`src/rtl/mtm_alu_deserializer_p.sv`:
```
// Serial-to-parallel front end for the ALU: assembles B, A and a control byte from
// 11-bit frames, checks CRC4 as bits arrive, and reports operands or an error class.
//
// state   | meaning
// IDLE    | line idle, waiting for a start bit; inter-frame timeout runs mid-packet
// TYPE    | type bit sampled and checked against the expected frame kind
// PAYLOAD | eight payload bits shifted in MSB first
// STOP    | stop bit checked; data frame committed or packet completed
// SKIP    | discarding payload and stop of a frame with a bad type bit
module mtm_alu_deserializer_p #(
  parameter int DATA_BYTES = 4,
  parameter int TIMEOUT    = 255
) (
  input  logic                    clk,
  input  logic                    rst,
  input  logic                    sin,
  output logic [8*DATA_BYTES-1:0] a,
  output logic [8*DATA_BYTES-1:0] b,
  output logic [2:0]              op,
  output logic                    out_valid,
  output logic [2:0]              err
);

  localparam int W   = 8 * DATA_BYTES;
  localparam int NFR = 2 * DATA_BYTES;
  localparam int BCW = $clog2(NFR + 1);
  localparam int TW  = (TIMEOUT > 0) ? $clog2(TIMEOUT + 1) : 1;

  localparam logic [BCW-1:0] DB_C     = BCW'(DATA_BYTES);
  localparam logic [BCW-1:0] NFR_C    = BCW'(NFR);
  localparam logic [TW-1:0]  TMO_LOAD = TW'(TIMEOUT);

  localparam logic [2:0] ERR_DATA = 3'b001;
  localparam logic [2:0] ERR_CRC  = 3'b010;
  localparam logic [2:0] ERR_TMO  = 3'b100;

  typedef enum logic [2:0] {IDLE, TYPE, PAYLOAD, STOP, SKIP} state_t;

  state_t         state;
  logic [BCW-1:0] byte_cnt;
  logic [3:0]     bit_cnt;
  logic [TW-1:0]  tmo_cnt;
  logic [3:0]     crc;
  logic [W-1:0]   b_sr;
  logic [W-1:0]   a_sr;
  logic [6:0]     ctl_sr;
  logic           tmo_en;
  logic           expire;

  function automatic logic [3:0] crc_step(input logic [3:0] c, input logic d);
    logic fb;
    fb = c[3] ^ d;
    return {c[2:0], 1'b0} ^ (fb ? 4'b0011 : 4'b0000);
  endfunction

  // tmo_cnt counts down from TIMEOUT; expiry is an IDLE cycle mid-packet with it at zero
  assign tmo_en = (TIMEOUT != 0);
  assign expire = tmo_en && (state == IDLE) && (byte_cnt != '0) && (tmo_cnt == '0);

  always_ff @(posedge clk) begin
    if (!rst) begin
      state     <= IDLE;
      byte_cnt  <= '0;
      bit_cnt   <= 4'd0;
      tmo_cnt   <= TMO_LOAD;
      crc       <= 4'h0;
      b_sr      <= '0;
      a_sr      <= '0;
      ctl_sr    <= '0;
      a         <= '0;
      b         <= '0;
      op        <= 3'b000;
      out_valid <= 1'b0;
      err       <= 3'b000;
    end else begin
      out_valid <= 1'b0;
      err       <= 3'b000;
      case (state)
        IDLE: begin
          if (expire) begin
            out_valid <= 1'b1;
            err       <= ERR_TMO;
            byte_cnt  <= '0;
          end
          if (expire || (!sin && byte_cnt == '0))
            crc <= 4'h0;
          if (!sin || expire || byte_cnt == '0)
            tmo_cnt <= TMO_LOAD;
          else if (tmo_en)
            tmo_cnt <= tmo_cnt - TW'(1);
          if (!sin)
            state <= TYPE;
        end

        TYPE: begin
          if ((byte_cnt < NFR_C && sin) || (byte_cnt == NFR_C && !sin)) begin
            out_valid <= 1'b1;
            err       <= ERR_DATA;
            byte_cnt  <= '0;
            bit_cnt   <= 4'd8;
            state     <= SKIP;
          end else begin
            bit_cnt <= 4'd7;
            state   <= PAYLOAD;
          end
        end

        PAYLOAD: begin
          if (byte_cnt < DB_C)
            b_sr <= {b_sr[W-2:0], sin};
          else if (byte_cnt < NFR_C)
            a_sr <= {a_sr[W-2:0], sin};
          else if (bit_cnt != 4'd7)
            ctl_sr <= {ctl_sr[5:0], sin};
          // ctl bit 7 is reserved; the CRC sees an implicit 1 in its place before op
          if (byte_cnt != NFR_C)
            crc <= crc_step(crc, sin);
          else if (bit_cnt == 4'd7)
            crc <= crc_step(crc, 1'b1);
          else if (bit_cnt >= 4'd4)
            crc <= crc_step(crc, sin);
          if (bit_cnt == 4'd0)
            state <= STOP;
          else
            bit_cnt <= bit_cnt - 4'd1;
        end

        STOP: begin
          state <= IDLE;
          if (!sin) begin
            out_valid <= 1'b1;
            err       <= ERR_DATA;
            byte_cnt  <= '0;
          end else if (byte_cnt < NFR_C) begin
            byte_cnt <= byte_cnt + BCW'(1);
          end else begin
            out_valid <= 1'b1;
            byte_cnt  <= '0;
            if (crc == ctl_sr[3:0]) begin
              a  <= a_sr;
              b  <= b_sr;
              op <= ctl_sr[6:4];
            end else begin
              err <= ERR_CRC;
            end
          end
        end

        SKIP: begin
          if (bit_cnt == 4'd0)
            state <= IDLE;
          else
            bit_cnt <= bit_cnt - 4'd1;
        end

        default: state <= IDLE;
      endcase
    end
  end

endmodule

```
`config.mk`:
```
export PLATFORM = sky130hd
export DESIGN_NAME = mtm_alu_deserializer_p
export DESIGN_NICKNAME = d
export VERILOG_FILES = /design/src/rtl/mtm_alu_deserializer_p.sv
export SDC_FILE = /design/constraint.sdc
export NUM_CORES = 1
export LEC_CHECK = 0
export BUFFER_PORTS_ARGS = -buffer_cell sky130_fd_sc_hd__clkbuf_2
export CAP_MARGIN = 20
export CORE_MARGIN = 5
export CORE_UTILIZATION = 57
export DETAILED_ROUTE_END_ITERATION = 16
export HOLD_SLACK_MARGIN = 0.02
export PLACE_DENSITY_LB_ADDON = 0.15
export SLEW_MARGIN = 20
export SYNTH_ARGS = -nofsm -noshare
export SYNTH_HDL_FRONTEND = slang
export SYNTH_SLANG_ARGS = --single-unit
```
`constraint.sdc`:
```
create_clock -name clk -period 2.2 [get_ports clk]
set_clock_uncertainty 0.2 [all_clocks]
set_input_delay 0 -clock clk [delete_from_list [all_inputs] [get_ports clk]]
set_output_delay 0 -clock clk [all_outputs]
set_load 0.01 [all_outputs]
```
---- Word-level counts from Yosys, hierarchy flattened ----
Index checks and enable logic that the tools add are counted.
word-level totals
  bits in registers ....................... 165
  bits in latches ......................... 0
  bits in writable memories ............... 0
  bits in read-only memories .............. 0
  input bits .............................. 3
  output and inout bits ................... 71
  memories kept ........................... 0
cells by class
  $add $sub $neg .......................... 3
  $mul .................................... 0
  divide/modulo/power cells ............... 0
  magnitude comparators ................... 3
  equal/unequal tests ..................... 17
  shift-type cells ........................ 0
  mux-type cells .......................... 32
  bitwise operators ....................... 5
  reductions and logical operators ........ 27
operators with widths
  operator               number
  $mux W4                10
  $pmux W4 S2            2
  $mux W3                5
  $ne A2 B2 Y1 const B   6
  $pmux W3 S4            1
  $pmux W4 S3            1
  $reduce_and A3 Y1      4
  $mux W2                5
  $pmux W3 S3            1
  $logic_not A4 Y1       2
  $logic_not A8 Y1       1
  $mux W8                1
  $ne A4 B4 Y1 const B   2
  $reduce_and A4 Y1      2
  $sub A8 B1 Y8 const B  1
  $xor A4 B2 Y4          2
  $eq A3 B2 Y1 const B   2
  $logic_and A1 B1 Y1    5
  $mux W1                5
  $add A4 B1 Y4 const B  1
  $eq A4 B3 Y1 const B   1
  $eq A4 B4 Y1           1
  $eq A4 B4 Y1 const B   1
  $ge A4 B3 Y1 const B   1
  18 further kinds       24

---- Longest topological paths before layout ----
Gate-level depths: netlist of run 1.
  depth in word-level cells ............... 7
  depth in mapped cells ................... 9

---- Least setup slack after synthesis of run 1 ----
Ideal clock, no wire load.
  kind .................................... register to register
  start ................................... register byte_cnt[0]
  end ..................................... register crc[2]
  library setup time ...................... 0.128 ns
  data arrival time ....................... 1.579 ns
  required time ........................... 1.872 ns
  setup slack ............................. 0.294 ns
  stages on the path, launching flop included .. 8
  buffers on the path ..................... 0
  clock period less this slack ............ 1.906 ns
  cells stage by stage .................... dfxtp_1 > inv_1 > ha_1 > or3b_1 > o21a_1 > a21oi_2 > mux2i_1 > nor2_1
on the way
  longest elaborated chain between the ends .. 6
  elaborated cells between the ends (all ways) .. 12
  those cells by class .................... 3 x eq/ne; 2 x mux; 7 x reduce/logical
ends and longest elaborated chain
  item                               RTL line  RTL
  start, declared                    40        logic [BCW-1:0] byte_cnt;
  start signal, assigned             135       byte_cnt <= byte_cnt + BCW'(1);
  $reduce_bool A4 Y1                 58        assign expire = tmo_en && (state == IDLE) && (byte_cnt != '0) && (tmo_cnt == '0);
  $logic_and A1 B1 Y1 (2 in series)  58
  $logic_or A1 B1 Y1                 85        if (expire || (!sin && byte_cnt == '0))
  $ne A2 B1 Y1 (no line)             -
  $reduce_and A3 Y1 (no line)        -
  end signal, assigned               117       crc <= crc_step(crc, sin);
  end signal, assigned               119       crc <= crc_step(crc, 1'b1);
  end signal, assigned               121       crc <= crc_step(crc, sin);
  end, declared                      43        logic [3:0] crc;
Several ways; a longest one is shown, not always the timed one.
A chain may end at the register's enable or synchronous reset.

---- Worst setup path after layout of run 1 ----
  start ................................... register byte_cnt[1]
  end ..................................... register crc[0]
Same word-level chain as after synthesis.

==> run_results.csv, run 1 <==
group,metric,value,unit
outcome,outcome,"finished clean",
power,leakage,2.72,nW
logic_synthesis,ys_ff_latch,165,
floorplan,num_rows,38,
logic_synthesis,yosysSeqAreaShare,52.2,%
floorplan,dieArea,13300,um2
floorplan,design.core.area,10900,um2
floorplan,die_h,115,um
layout,final_util,68.4,%
worst_hold_path,hold_start,"sin",
placement,io_buffers,73,
timing,relSlewSlack,62.6,%
clocking,clk_pin_slew_worst_paths,60,ps
logic_synthesis,synth_edf_count,0,
global_routing,grt_pass1_wl,22800,um
drt,drc,0,
logic_synthesis,mappedNetlistArea,6330,um2
worst_setup_path,end_kind,"flip-flop",
worst_setup_path,crit_required,2460,ps
layout,final_common_cell,"nand2_1",
timing,setup_viol,0,
logic_synthesis,ys_types,45,
drt,drt_iter0_markers,384,
worst_setup_path,crit_path_start_kind,"flip-flop",
global_routing,grt_pass1_vias,5072,
worst_setup_path,ff2ff_path_depth,7,
drt,ant_nets,0,
logic_synthesis,syn-num-nets,775,
layout,final_nets,834,
job,cap_violations,0,
timing,tightest_slew,561,ps
power,ir_drop,0.526,mV
global_routing,antenna_found_initial,0,
floorplan,start_util,58.2,%
layout,drive_above_1_share,19.3,%
worst_hold_path,holdPathEnd,"b_sr[0]",
global_routing,grtUsageTotal,21.0,%
placement,dpl_worst_slack,145,ps
global_routing,grt_overflow,0,
floorplan,die_w,115,um
layout,antenna_cells,0,
timing,rsz0062_at_grt,"true",
drt,drtPass1Iterations,5,
power,power.density,854,nW/um2
timing,min_period,2100,ps
global_routing,grt_max_degree,66,
logic_synthesis,synth_ff_type,"dfxtp_1",
clocking,h-tree-depth,4,
timing,setup_ws,98.5,ps
clocking,cts-root-buf,"clkbuf_8",
worst_setup_path,r2r_slack,100,ps
timing,fin_crit_sh,95.5,%
clocking,numCtsBuffers,17,
layout,syn_to_final_growth,17.6,%
worst_setup_path,r2r-end,"crc[0]",
timing,final_hold_viol_count,0,
clocking,clockBufferDepth,2,
logic_synthesis,yosysWarnings,0,
placement,place_area,6790,um2
floorplan,pin_count,74,
drt,routed_via_density,5.24,
worst_setup_path,crit_type,"reg2reg",
clocking,clkLatencyLatePin,530,ps
logic_synthesis,syn_avg_cell_area,8.26,um2
worst_hold_path,hold_depth,4,
worst_hold_path,hold_path_class,"in2reg",
timing,max_freq,0.476,GHz
timing,drv_slew,0,
worst_setup_path,r2r-start,"byte_cnt[1]",
clocking,post_cts_buffers,0,
worst_setup_path,path_max_fanout,6,
drt,routedWlPerCell,13.4,um
logic_synthesis,async_reset_ff_share,0,%
logic_synthesis,synthCells,767,
clocking,cts_tree,"built",
drt,vias,5131,
layout,postLayoutCellArea,7450,um2
worst_setup_path,arrival,2370,ps
drt,drt_wl_total,13200,um
placement,gp_congestion,0.858,
clocking,clkSinkCount,165,
placement,hpwl,8480,um
layout,mostFrequentLayoutCells,"nand2_1 (280), dfxtp_1 (164), a21oi_1 (108)",
-- flip-flops by register name, indices dropped and copies added (netlist names) --
name,cells
op,3
a,32
crc,4
a_sr,32
b_sr,32
tmo_cnt,8
out_valid,1
state,3
err,3
byte_cnt,4
b,32
ctl_sr,7
bit_cnt,4
-- worst max-delay path by stage --
stage | startpoint | to | slack, ps | depth (start not counted)
after global placement | byte_cnt[0] | crc[2] | 200 | 7
after detailed placement | state[0] | a[7] | 140 | 6
after global routing | byte_cnt[0] | crc[3] | -20 | 7
after CTS | state[0] | a[10] | 90 | 6
final | byte_cnt[1] | crc[0] | 100 | 7
after floorplan | byte_cnt[0] | crc[2] | 290 | 7
-- stage by stage --
stage	std cells	hold WS [ps]	TNS [ps]	power (W)
after floorplan	767	-64.0	0	0.00326
after global placement	945	159	0	0.00331
after detailed placement	945	159	0	0.00332
after CTS	979	148	0	0.00641
after global routing	979	218	-42.9	0.00658
final	979	167	0	0.00636
-- metal layers --
layer  wire [um]  up-vias  global-route usage (%)
met5           0        -                       0
met3         668       16                    4.54
li1            -     2629                       -
met1        5870     2384                    26.7
met2        6440      102                    34.6
met4         170        0                    9.08
-- synth_stat cells (2+ instances only) --
cell	number	area share, %
nand2b_1	4	0.40
nand4_1	4	0.40
buf_6	10	1.8
o211ai_1	3	0.36
a21oi_2	31	4.3
mux2i_1	10	1.6
nand2_1	280	17
and3_1	3	0.30
ha_1	5	0.99
xnor2_1	8	1.1
nand3_1	8	0.63
buf_2	14	1.1
nor3_1	6	0.47
nor4_2	3	0.59
o22ai_1	3	0.30
and2_1	2	0.20
nand3b_1	3	0.36
o31ai_1	2	0.24
clkbuf_1	25	1.5
dfxtp_1	165	52
buf_4	2	0.24
o21ai_0	5	0.40
a21oi_1	108	8.5
xor2_1	6	0.83
nor2_1	29	1.7
or3_1	2	0.20
inv_1	8	0.47
-- kinds of logic (layout without fill, tap and decap cells) --
| family | Yosys count | after routing | share of synthesized area, % |
|---|---|---|---|
| flops | 165 | 165 | 52.2 |
| buf+inv | 60 | 132 | 5.14 |
| mux | 10 | 10 | 1.58 |
| compound gates | 162 | 162 | 15.5 |
| xor+xnor | 14 | 14 | 1.94 |
| fa+ha+maj | 5 | 5 | 0.988 |
| simple gates | 351 | 351 | 22.7 |
-- worst max-delay path, stage by stage (launching register included) --
cell	delay [ps]
dfxtp_1	330
inv_1	100
ha_1	170
or3b_1	400
o21a_1	200
a21oi_2	310
nand4_1	140
a21oi_1	180
-- power by group --
part           total [W]  internal (W)  switching [W]
clock            0.00310       0.00196        0.00114
sequential       0.00303       0.00301      0.0000232
combinational   0.000231     0.0000779       0.000153
total            0.00636       0.00505        0.00131
-- what timing repair did --
item,4_1_cts,5_1_grt
setup endpoints to repair,0,13
hold endpoints to repair,53,0
hold buffers,2,0
gates resized for setup,0,3
-- layout make-up --
class	instances	area [um2]
tap	140	175
clock buffer	24	480
clock inverter	8	145
sequential	165	3300
fill	897	3440
timing repair buffer	91	581
multi-input combinational	542	2730
inverter	9	36.3
Power figures use the tool's default switching activity.
==> run 2, diff against run 1 <==
--- a/config.mk
+++ b/config.mk
@@ -12,6 +12,7 @@
 export DETAILED_ROUTE_END_ITERATION = 16
 export HOLD_SLACK_MARGIN = 0.02
 export PLACE_DENSITY_LB_ADDON = 0.15
+export RECOVER_POWER = 25
 export SLEW_MARGIN = 20
 export SYNTH_ARGS = -nofsm -noshare
 export SYNTH_HDL_FRONTEND = slang
==> run 2 against run 1 <==
Global-route usage unchanged; routed wire length rose by 0.20%; sequential power hardly changed; sequential cell count unchanged; count of clock-buffer cells in the layout unchanged; first-iteration DRC count increased by 3.4%; critical path type unchanged; critical path depth did not move; total power hardly changed; fmax about the same; utilization down 0.66 points; die area unchanged.
==> run_results.csv, run 2 (synthesis results as in run 1) <==
group,metric,value,unit
outcome,outcome,"finished clean",
floorplan,num_rows,38,
placement,io_buffers,73,
timing,min_period,2100,ps
power,netSwitchingFraction,20.6,%
power,power.switching,0.00131,W
floorplan,die_w,115,um
timing,fin_crit_sh,95.5,%
clocking,clk_pin_slew_worst_paths,60,ps
timing,setup_ws,99.3,ps
worst_setup_path,path_delay_family,"compound AO/OA/AOI/OAI gates",
worst_setup_path,path_max_fanout,6,
worst_setup_path,crit_path_start_kind,"flip-flop",
power,power_frac_seq,47.7,%
power,leakage,2.52,nW
floorplan,dieArea,13300,um2
drt,drt_iter0_markers,397,
worst_setup_path,crit_type,"reg2reg",
drt,drtPass1Iterations,5,
worst_setup_path,crit_chain,"inv_1, ha_1, or3b_1, o21a_1, a21oi_2, mux2i_1, nor2_1",
layout,syn_to_final_growth,16.5,%
drt,drc,0,
global_routing,antenna_found_initial,0,
placement,hpwl,8480,um
clocking,clkSinkCount,165,
placement,place_area,6790,um2
clocking,clockBufferDepth,2,
layout,regArea,3300,um2
floorplan,design.core.area,10900,um2
global_routing,grt_overflow,0,
layout,final_nets,834,
worst_setup_path,end_kind,"flip-flop",
timing,drv_slew,0,
layout,nFillCells,928,
global_routing,grt_pass1_vias,5072,
global_routing,grtUsageTotal,21.0,%
worst_setup_path,path_buf_inv,1,
global_routing,grt_max_degree,66,
clocking,post_cts_buffers,0,
timing,relSlewSlack,62.0,%
layout,final_common_cell,"nand2_1",
timing,fin_hold_ws,173,ps
power,finalPower,0.00635,W
worst_setup_path,slowest_delay,400,ps
layout,multiInputGateArea,2730,um2
floorplan,die_h,115,um
power,power_frac_clock,48.7,%
power,power.density,861,nW/um2
timing,tightest_slew,570,ps
clocking,cts-root-buf,"clkbuf_8",
clocking,clkLatencyLatePin,530,ps
clocking,numCtsBuffers,17,
job,cap_violations,0,
placement,dpl_worst_slack,145,ps
clocking,h-tree-depth,4,
worst_setup_path,arrival,2310,ps
worst_hold_path,hold_path_class,"in2reg",
layout,postLayoutCellArea,7380,um2
layout,mostFrequentLayoutCells,"nand2_1 (280), dfxtp_1 (164), a21oi_1 (108)",
timing,rsz0062_at_grt,"true",
timing,final_hold_viol_count,0,
worst_setup_path,crit_required,2410,ps
power,p_int,0.00505,W
clocking,cts_tree,"built",
power,ir_drop,0.529,mV
layout,drive_above_1_share,12.5,%
global_routing,grt_pass1_wl,22800,um
placement,gp_congestion,0.858,
power,comb_power_share,3.6,%
drt,ant_nets,0,
worst_setup_path,critPathSlowestCell,"or3b_1",
layout,antenna_cells,0,
floorplan,start_util,58.2,%
drt,routedWlPerCell,13.5,um
drt,drt_wl_total,13200,um
drt,routed_via_density,5.28,
timing,max_freq,0.476,GHz
floorplan,pin_count,74,
drt,vias,5166,
timing,setup_viol,0,
-- run 2: routing by layer --
layer  vias to the layer above  track usage, %  share of wire [%]
li1                       2628               -                  -
met1                      2407            26.7                 46
met2                       109            34.6                 48
met3                        22            4.54                4.5
met4                         0            9.08                1.7
met5                         -               0                  0
-- run 2: timing repair --
action | 4_1_cts | 5_1_grt
setup endpoints to repair | 0 | 13
hold buffers | 2 | 0
resized for setup | 0 | 3
hold endpoints to repair | 53 | 0
-- run 2: tightest hold or removal path: stages --
cell and delay (ps):
dlygate4sd3_1 530, clkbuf_2 180, nand2_1 90, a21oi_1 50
-- run 2: cell type report --
| class | instances | share of cell area, % |
|---|---|---|
| Sequential cell | 165 | 44.8 |
| Multi-Input combinational cell | 542 | 36.9 |
| Timing Repair Buffer | 91 | 6.90 |
| Clock buffer | 24 | 6.51 |
| Tap cell | 140 | 2.37 |
| Clock inverter | 8 | 1.97 |
| Inverter | 9 | 0.492 |
-- run 2: final timing paths --
path,slack [ps],cells after the start,startpoint,end
worst max-delay path,100,7,byte_cnt[0],crc[2]
worst min-delay path,170,4,sin,b_sr[0]
worst max register to register,100,7,byte_cnt[0],crc[2]
worst min register to register,250,2,a[27],a[27]
-- run 2: through the flow --
step                cells  util [%]  setup TNS, ps
finish                979      67.7              0
global route          979      67.7          -42.9
CTS                   979      68.3              0
detailed placement    945      62.4              0
global placement      945      62.4              0
floorplan             767         -              0
-- run 2: power by group through the flow --
stage	logic [W]	registers [W]	clock network [W]
detailed placement	0.000226	0.00309	0
CTS	0.000230	0.00303	0.00316
floorplan	0.000178	0.00308	0
global route	0.000257	0.00303	0.00329
global placement	0.000218	0.00309	0
finish	0.000231	0.00303	0.00309
